===== config.mk =====
export PLATFORM = sky130hd
export DESIGN_NAME = serial_add_unit
export DESIGN_NICKNAME = d
export VERILOG_FILES = /design/src/rtl/serial_add_pkg.sv /design/src/rtl/fa_1bit.sv /design/src/rtl/serial_add_unit.sv
export SDC_FILE = /design/constraint.sdc
export NUM_CORES = 1
export LEC_CHECK = 0
export CAP_MARGIN = 5
export CORE_ASPECT_RATIO = 0.9
export CORE_MARGIN = 3
export CORE_UTILIZATION = 48
export CTS_CLUSTER_DIAMETER = 50
export CTS_CLUSTER_SIZE = 40
export DETAILED_ROUTE_END_ITERATION = 12
export HOLD_SLACK_MARGIN = 0.03
export PLACE_DENSITY = 0.78
export SYNTH_ARGS = -nofsm -noshare
export SYNTH_HDL_FRONTEND = slang
export SYNTH_HIERARCHICAL = 1
export SYNTH_SLANG_ARGS = --single-unit
export TNS_END_PERCENT = 5

===== constraint.sdc =====
create_clock -name clk -period 1.6 [get_ports clk]
set_clock_uncertainty 0.1 [all_clocks]
set_input_delay 0.32 -clock clk [delete_from_list [all_inputs] [get_ports clk]]
set_output_delay 0.32 -clock clk [all_outputs]
set_load 0.005 [all_outputs]

===== src/rtl/serial_add_pkg.sv =====
// rtl/serial_add_pkg.sv - shared types and constants for the bit-serial adder
package serial_add_pkg;

  typedef enum logic [1:0] {
    IDLE = 2'd0,
    RUN  = 2'd1,
    DONE = 2'd2
  } state_e;

  localparam int DEFAULT_WIDTH = 8;

  // Bit counter width; never below one bit.
  function automatic int cnt_width(input int w);
    return (w > 1) ? $clog2(w) : 1;
  endfunction

endpackage


===== src/rtl/fa_1bit.sv =====
// rtl/fa_1bit.sv - combinational 1-bit full-adder cell
module fa_1bit (
  output logic c_out,
  output logic sum,
  input  logic a,
  input  logic b,
  input  logic c_in
);

  assign sum   = a ^ b ^ c_in;
  assign c_out = (a & b) | (c_in & (a ^ b));

endmodule


===== src/rtl/serial_add_unit.sv =====
// rtl/serial_add_unit.sv - LSB-first bit-serial adder around one fa_1bit cell
// Optional signed-overflow output enabled by SERIAL_ADD_OVF_EN.
module serial_add_unit
  import serial_add_pkg::*;
#(
  parameter int WIDTH = DEFAULT_WIDTH
) (
  input  logic             clk,
  input  logic             rst,
  input  logic             start,
  input  logic [WIDTH-1:0] a,
  input  logic [WIDTH-1:0] b,
  input  logic             c_in,
  output logic             busy,
  output logic             done,
  output logic [WIDTH-1:0] sum,
`ifdef SERIAL_ADD_OVF_EN
  output logic             ovf,
`endif
  output logic             c_out
);

  localparam int CW = cnt_width(WIDTH);
  localparam logic [CW-1:0] LAST_BIT = CW'(WIDTH - 1);

  state_e           state_q, state_d;
  logic [WIDTH-1:0] a_q, a_d;
  logic [WIDTH-1:0] b_q, b_d;
  logic [WIDTH-1:0] sum_q, sum_d;
  logic [CW-1:0]    cnt_q, cnt_d;
  logic             carry_q, carry_d;
  logic             c_out_q, c_out_d;
`ifdef SERIAL_ADD_OVF_EN
  logic             ovf_q, ovf_d;
`endif

  logic fa_sum;
  logic fa_co;
  logic accept;

  fa_1bit u_fa (
    .c_out (fa_co),
    .sum   (fa_sum),
    .a     (a_q[0]),
    .b     (b_q[0]),
    .c_in  (carry_q)
  );

  // A new start is taken in IDLE and also in DONE for back-to-back operation.
  assign accept = start && ((state_q == IDLE) || (state_q == DONE));

  always_comb begin
    state_d = state_q;
    a_d     = a_q;
    b_d     = b_q;
    sum_d   = sum_q;
    cnt_d   = cnt_q;
    carry_d = carry_q;
    c_out_d = c_out_q;
`ifdef SERIAL_ADD_OVF_EN
    ovf_d   = ovf_q;
`endif

    case (state_q)
      IDLE: state_d = IDLE;
      RUN: begin
        sum_d   = {fa_sum, sum_q[WIDTH-1:1]};
        a_d     = {1'b0, a_q[WIDTH-1:1]};
        b_d     = {1'b0, b_q[WIDTH-1:1]};
        carry_d = fa_co;
        cnt_d   = cnt_q + CW'(1);
        if (cnt_q == LAST_BIT) begin
          state_d = DONE;
          c_out_d = fa_co;
`ifdef SERIAL_ADD_OVF_EN
          // carry_q is the carry into the MSB on this final bit.
          ovf_d   = carry_q ^ fa_co;
`endif
        end
      end
      DONE:    state_d = IDLE;
      default: state_d = IDLE;
    endcase

    if (accept) begin
      state_d = RUN;
      a_d     = a;
      b_d     = b;
      carry_d = c_in;
      cnt_d   = '0;
      sum_d   = '0;
      c_out_d = 1'b0;
`ifdef SERIAL_ADD_OVF_EN
      ovf_d   = 1'b0;
`endif
    end
  end

  always_ff @(posedge clk) begin
    if (rst) begin
      state_q <= IDLE;
      a_q     <= '0;
      b_q     <= '0;
      sum_q   <= '0;
      cnt_q   <= '0;
      carry_q <= 1'b0;
      c_out_q <= 1'b0;
`ifdef SERIAL_ADD_OVF_EN
      ovf_q   <= 1'b0;
`endif
    end else begin
      state_q <= state_d;
      a_q     <= a_d;
      b_q     <= b_d;
      sum_q   <= sum_d;
      cnt_q   <= cnt_d;
      carry_q <= carry_d;
      c_out_q <= c_out_d;
`ifdef SERIAL_ADD_OVF_EN
      ovf_q   <= ovf_d;
`endif
    end
  end

  assign busy  = (state_q == RUN);
  assign done  = (state_q == DONE);
  assign sum   = sum_q;
  assign c_out = c_out_q;
`ifdef SERIAL_ADD_OVF_EN
  assign ovf   = ovf_q;
`endif

endmodule


======== Yosys cells after proc, flatten, opt, wreduce, memory -nomap -nowiden ========
Index checks and enable logic that the tools add are counted.
storage, ports and cells
  flip-flop bits (word level) ............. 31
  output and inout bits ................... 11
  word-level logic and storage cells ...... 35
operators by class
  bitwise logic cells ..................... 6
  add/sub/neg operators ................... 1
  multiplexer cells ....................... 9
  reduce and logical (&&, ||, !) cells .... 7
  equal/unequal tests ..................... 4
operators by type and width
  operator             number
  $mux 8               4
  $mux 1               5
  $add 3x1->3 const B  1
  $eq 3x3->1 const B   1
  $ne 3x1->1 const B   1
  $reduce_or 3->1      1
  $and 1x1->1          2
  $eq 2x1->1 const B   1
  $eq 2x2->1 const B   1
  $logic_not 2->1      1
  $reduce_and 2->1     1
  $reduce_bool 2->1    1
  $reduce_or 2->1      1
  $xor 1x1->1          2
  $logic_and 1x1->1    1
  $logic_or 1x1->1     1
  $not 1->1            1
  $or 1x1->1           1

======== Logic depth before layout (Yosys ltp) ========
  depth in word-level cells ............... 5
  depth in mapped cells ................... 7
  gate-level depth less buffers ........... 5

======== Cells and area by module ========
Netlist, hierarchy kept.
by module, submodules not included
  module           area each (µm²)  instances  cells each  sequential area each (µm²)
  serial_add_unit  1248.7           1          143         620.6
  fa_1bit          20.0             1          1           0.0

======== Worst setup path after synthesis ========
OpenSTA, ideal clock, no wires.
  path kind ............................... register to output
  from .................................... register state_q[1]
  to ...................................... output busy
  setup slack ............................. 0.336 ns
  arrival ................................. 0.844 ns
  required time ........................... 1.180 ns
  cell stages (with the launch flop) ...... 6
  path through ............................ dfxtp_1 > nand2b_1 > buf_6 > inv_4 > buf_6 > buf_6
on the way
  word-level cells in the longest chain between the ends .. 1
RTL lines
  what                      RTL line                source
  start: declaration        serial_add_unit.sv:26   state_e state_q, state_d;
  start signal: assignment  serial_add_unit.sv:112  state_q <= state_d;
  $eq 2x1->1                serial_add_unit.sv:125  assign busy = (state_q == RUN);
  end: declaration          serial_add_unit.sv:14   output logic busy,
Every way passes these cells.

======== Worst setup path after layout ========
Ends and elaborated chain as after synthesis.

==> impl_metrics.env <==
export IMPL_netlist_area_leader_share=0.4892
export IMPL_hold_class="reg -> reg"
export IMPL_synthFlopType="dfxtp_1"
export IMPL_critPathKind="reg -> out"
export IMPL_async_flop_share=0
export IMPL_p_leak_nw=0.7684
export IMPL_cts_max_level=2
export IMPL_dp_hpwl_um=1845
export IMPL_antennaDiodeCount=0
export IMPL_ys_seq_elements=31
export IMPL_antenna_found_initial=0
export IMPL_drt_first_pass_iters=4
export IMPL_synth_seq_area_share=0.4892
export IMPL_synth_top_area_cell="dfxtp_1"
export IMPL_synth_avg_cell_area_um2=8.811
export IMPL_slew_viol_final=0
export IMPL_clock_sinks=31
export IMPL_startpoint_type="flop"
export IMPL_fin_crit_sh=0.9410
export IMPL_rows=17
export IMPL_place_congestion=0.7384
export IMPL_synthMostInstantiatedCell="dfxtp_1"
export IMPL_maxCapViolations=0
export IMPL_path_clk_slew_ns=0.09
export IMPL_synth_nets=167
export IMPL_grt_pass1_vias=996
export IMPL_grt_ovfl_total=0
export IMPL_rsz0062_at_grt="false"
export IMPL_ioPinCount=31
export IMPL_die_width_um=60.19
export IMPL_relSlewSlack=0.8087
export IMPL_core_area_um2=2489
export IMPL_die_y_um=54.78
export IMPL_drtIter0Drc=39
export IMPL_clk_insertion_delay_late_ns=0.33
export IMPL_cts_setup_buffers=0
export IMPL_cts_resized_gates=14
export IMPL_port_buffers=30
export IMPL_finalWirelength_um=2687
export IMPL_hold_slack_ns=0.3533
export IMPL_vias_per_cell=5.376
export IMPL_drive_gt1_frac=0.1864
export IMPL_netlist_top_cells_count="dfxtp_1, nand2_1, nor3_1, a21oi_1, o22ai_1"
export IMPL_critPathArrivalTime_ns=1.09
export IMPL_nets=200
export IMPL_setup_violations=0
export IMPL_fin_crit_ns=1.506
export IMPL_syn2layout_area_growth_pct=33.33
export IMPL_cts_inserted_buffers=5
export IMPL_synthesis_area_um2=1269
export IMPL_grt_first_pass_wirelength_um=4381
export IMPL_grt_max_degree=29
export IMPL_wl_per_cell_um=13.11
export IMPL_fmax_ghz=0.6642
export IMPL_synthCells=144
export IMPL_cp_required_ns=1.18
export IMPL_fill_cells=201
export IMPL_final_area_um2=1692
export IMPL_crit_fanout=3
export IMPL_placed_cell_area_um2=1598
export IMPL_ant_nets=0
export IMPL_worst_setup_path_end_kind="output port"
export IMPL_hold_viol_final=0
export IMPL_ir_drop_mv=0.8095
export IMPL_start_util=0.5098
export IMPL_synthTopCellsByArea="dfxtp_1, nand2_1, nor3_1"
export IMPL_status="completed"
export IMPL_worst_slew_pin_slew_ns=0.2869
export IMPL_grt_use_total=0.1839
export IMPL_synth_enable_flop_cells=0
export IMPL_cts_root_buffer="clkbuf_4"
export IMPL_die_area_um2=3297
export IMPL_synth_cell_types=24
export IMPL_vias=1102
export IMPL_cts_tree="yes"
export IMPL_clockBufferDepth=2
export IMPL_drc=0
export IMPL_power_density_nw_per_um2=920.9
export IMPL_yosysWarningCount=6
export IMPL_fin_tns_setup_ns=0
export IMPL_ctsHoldBuffers=0
-- where the power goes --
part	switching, mW	internal, mW	total, mW	leakage [nW]
sequential	0.0289	0.817	0.846	0.259
combinational	0.124	0.129	0.253	0.475
clock	0.256	0.203	0.459	0.0341
-- state kept, by name (all words and copies together) (netlist names) --
| name | flops |
|---|---|
| cnt_q | 3 |
| a_q | 8 |
| carry_q | 1 |
| state_q | 2 |
| sum | 8 |
| b_q | 8 |
| c_out | 1 |
-- worst max-delay path, cell delays in order, from the launching register on --
cell and delay (ns):
dfxtp_2 0.34, nand2b_4 0.13, inv_4 0.03, dlygate4sd2_1 0.25
-- per-layer routing --
| metal | vias to the layer above | GRT usage | share of wire |
|---|---|---|---|
| li1 | 567 | - | - |
| met1 | 503 | 0.2217 | 0.45 |
| met2 | 25 | 0.2914 | 0.47 |
| met3 | 7 | 0.05189 | 0.054 |
| met4 | 0 | 0.1107 | 0.023 |
| met5 | - | 0 | 0 |
-- path summary, 6_finish.rpt --
kind,depth (start not counted),endpoint,slack (ns),start
hold reg to reg,2,c_out,0.35,c_out
setup reg to reg,5,a_q[6],0.25,state_q[1]
setup / recovery,3,busy,0.09,state_q[1]
hold / removal,2,c_out,0.35,c_out
-- logic make-up after synthesis --
group	synth area share
multiplexers	0.007890
AND/OR/NAND/NOR	0.2308
AO/OA/AOI/OAI	0.1627
flip-flops	0.4892
XOR/XNOR	0.006905
adder cells (fa/ha/maj)	0.03550
buffers and inverters	0.06707
-- cell type report --
cell class                 instances  area [µm²]  share of cell area
clock buffer                       6       51.30             0.03033
inverter                           1       6.256            0.003698
timing repair buffer              38       389.1              0.2300
clock inverter                     1       5.005            0.002959
tap                               28       35.03             0.02071
multi-input combinational        100       570.5              0.3373
sequential                        31       634.4              0.3750
-- metrics by stage --
| stage | cells | util | total power [mW] | setup slack [ns] |
|---|---|---|---|---|
| global route | 205 | 0.6797 | 1.628 | 0.03955 |
| finish | 205 | 0.6797 | 1.558 | 0.09443 |
| detailed placement | 198 | 0.6420 | 1.114 | 0.02952 |
| CTS | 205 | 0.6712 | 1.568 | 0.0009691 |
| global placement | 198 | 0.6420 | 1.104 | 0.04012 |
| floorplan | 144 | - | 1.020 | 0.3361 |
-- cells in the final DEF (no fill, tap or decap), types with 6 or more instances in the layout --
| master | netlist | final |
|---|---|---|
| nand2_1 | 26 | 26 |
| dfxtp_1 | 31 | 20 |
| nor3_1 | 19 | 19 |
| clkdlybuf4s50_1 | 0 | 19 |
| a21oi_1 | 15 | 15 |
| dfxtp_2 | 0 | 11 |
| o22ai_1 | 9 | 9 |
| dlymetal6s2s_1 | 0 | 8 |
| buf_4 | 1 | 7 |
| nor2_1 | 6 | 6 |
(Power assumes the default switching activity.)
==> RTL change: new RTL, same flow settings <==
Register the outputs `busy` and `done`, with the module's reset; this adds one clock of latency there. The other outputs are not delayed to match.
--- a/src/rtl/serial_add_unit.sv
+++ b/src/rtl/serial_add_unit.sv
@@ -122,8 +122,15 @@
     end
   end
 
-  assign busy  = (state_q == RUN);
-  assign done  = (state_q == DONE);
+  always_ff @(posedge clk) begin
+    if (rst) begin
+      busy <= '0;
+      done <= '0;
+    end else begin
+      busy <= (state_q == RUN);
+      done <= (state_q == DONE);
+    end
+  end
   assign sum   = sum_q;
   assign c_out = c_out_q;
 `ifdef SERIAL_ADD_OVF_EN
Check against the original RTL: not equivalent (a bounded check fails within 4 cycles, from zero or initial values and one cycle with rst high).
==> RTL change against the original RTL <==
Wire length grew 14%. Worst setup slack better by 0.13 ns. Highest routed layer unchanged. Sequential power up 5.3%. Critical endpoint is now sum[6]. Sequential cell count rose by 2. Design area increased by 5.4%. Sequential share of layout area grew 0.11 points. Register-to-register slack worse by 0.02 ns. Area after synthesis rose by 6.4%. Power is 3.7% higher.
==> RTL change: results (changes against the original RTL) <==
Power
  – Pleak: 0.741 nW (-3.6%)
  – Max VDD drop: 0.648 mV (-20%)

Final layout
  – Share of cells above drive strength 1: 15.3% (-3.4 points)
  – Nets: 213 (+6.5%)
  – # fillers: 212 (+5.5%)

Place
  – Detailed Place HPWL: 2200 um (+19%)
  – RePlAce Congestion: 0.811 (+9.9%)

Synth
  – Mux contribution to synthesized area: 0.741% (-0.048 points)
  – Post-synthesis sequential area ratio: 48.9% (about the same)
  – Synth Net Count: 179 (+7.2%)
  – Synth Area in XOR/XNOR: 0.649% (-0.042 points)
  – Post-synthesis compound-gate area fraction: 17.9% (+1.6 points)
  – Ranking of synthesized cells by area: dfxtp_1, nand2_1, a21oi_1
  – Synth Area in Adders: 3.34% (-0.21 points)
  – Synth cell count leaders: nand2_1, dfxtp_1, a21oi_1, nor2_1, a311oi_1

Global route
  – Largest net degree at the start of global routing: 30 (+3.4%)
  – Tot GR Track Use: 20.8% (+2.4 points)
  – Number of global-route vias before repair: 1,156 (+16%)
  – First-pass GRT wire length: 5310 um (+21%)

Critical path
  – Crit path DAT: 0.96 ns (-0.13 ns)
  – Crit path largest cell delay: 0.36 ns (+0.02 ns)

STA
  – Worst slew pin tran: 0.328 ns (+0.0415 ns)

Detailed routing
  – Iter 0 DRT Violations: 47 (+21%)
  – Vias/cell: 5.11 (-4.9%)

Run status
  – Status: complete, no violations
[RTL change: stage by stage]
| step | hold WS (ns) | std cells | instance area [um2] | util, % |
|---|---|---|---|---|
| global placement | 0.339 | 221 | 1720 | 66.7 |
| detailed placement | 0.357 | 221 | 1720 | 66.7 |
| finish | 0.359 | 228 | 1780 | 69.3 |
| floorplan | 0.292 | 156 | 1350 | - |
| CTS | 0.361 | 228 | 1770 | 68.8 |
| global route | 0.379 | 228 | 1780 | 69.3 |
[RTL change: tightest hold or removal path, cell delays in order (launching register included)]
cell	delay, ns
dfxtp_2	0.33
nand2_1	0.05
a21oi_1	0.05
[RTL change: final timing paths]
check / start / endpoint / slack [ns] / cells after the start
min: sum[2] / sum[1] / 0.36 / 2
max reg2reg: state_q[1] / b_q[6] / 0.23 / 4
min reg2reg: sum[2] / sum[1] / 0.36 / 2
max: sum[6] / sum[6] / 0.22 / 1
[RTL change: metal layers]
layer | vias up | share of wire [%] | global-route usage [%]
met5 | - | 0 | 0
met3 | 7 | 5.7 | 7.82
met4 | 0 | 1.9 | 8.18
li1 | 591 | - | -
met1 | 536 | 46 | 26.2
met2 | 31 | 46 | 31.5
[RTL change: power by group through the flow]
stage          sequential (mW)  clock (mW)  combinational [mW]
2_1_floorplan            0.903           0               0.154
3_3_place_gp             0.907           0               0.245
3_5_place_dp             0.910           0               0.256
4_1_cts                  0.891       0.483               0.256
5_1_grt                  0.898       0.520               0.283
6_report                 0.891       0.469               0.256
[RTL change: layout make-up]
| cell class | instances | area, um2 | share of cell area, % |
|---|---|---|---|
| clock buffers | 7 | 55.1 | 3.09 |
| inverters | 1 | 3.75 | 0.211 |
| multi-input cells | 109 | 604 | 33.9 |
| flip-flops and latches | 33 | 671 | 37.6 |
| well taps | 38 | 47.5 | 2.67 |
| repair buffers | 40 | 402 | 22.5 |
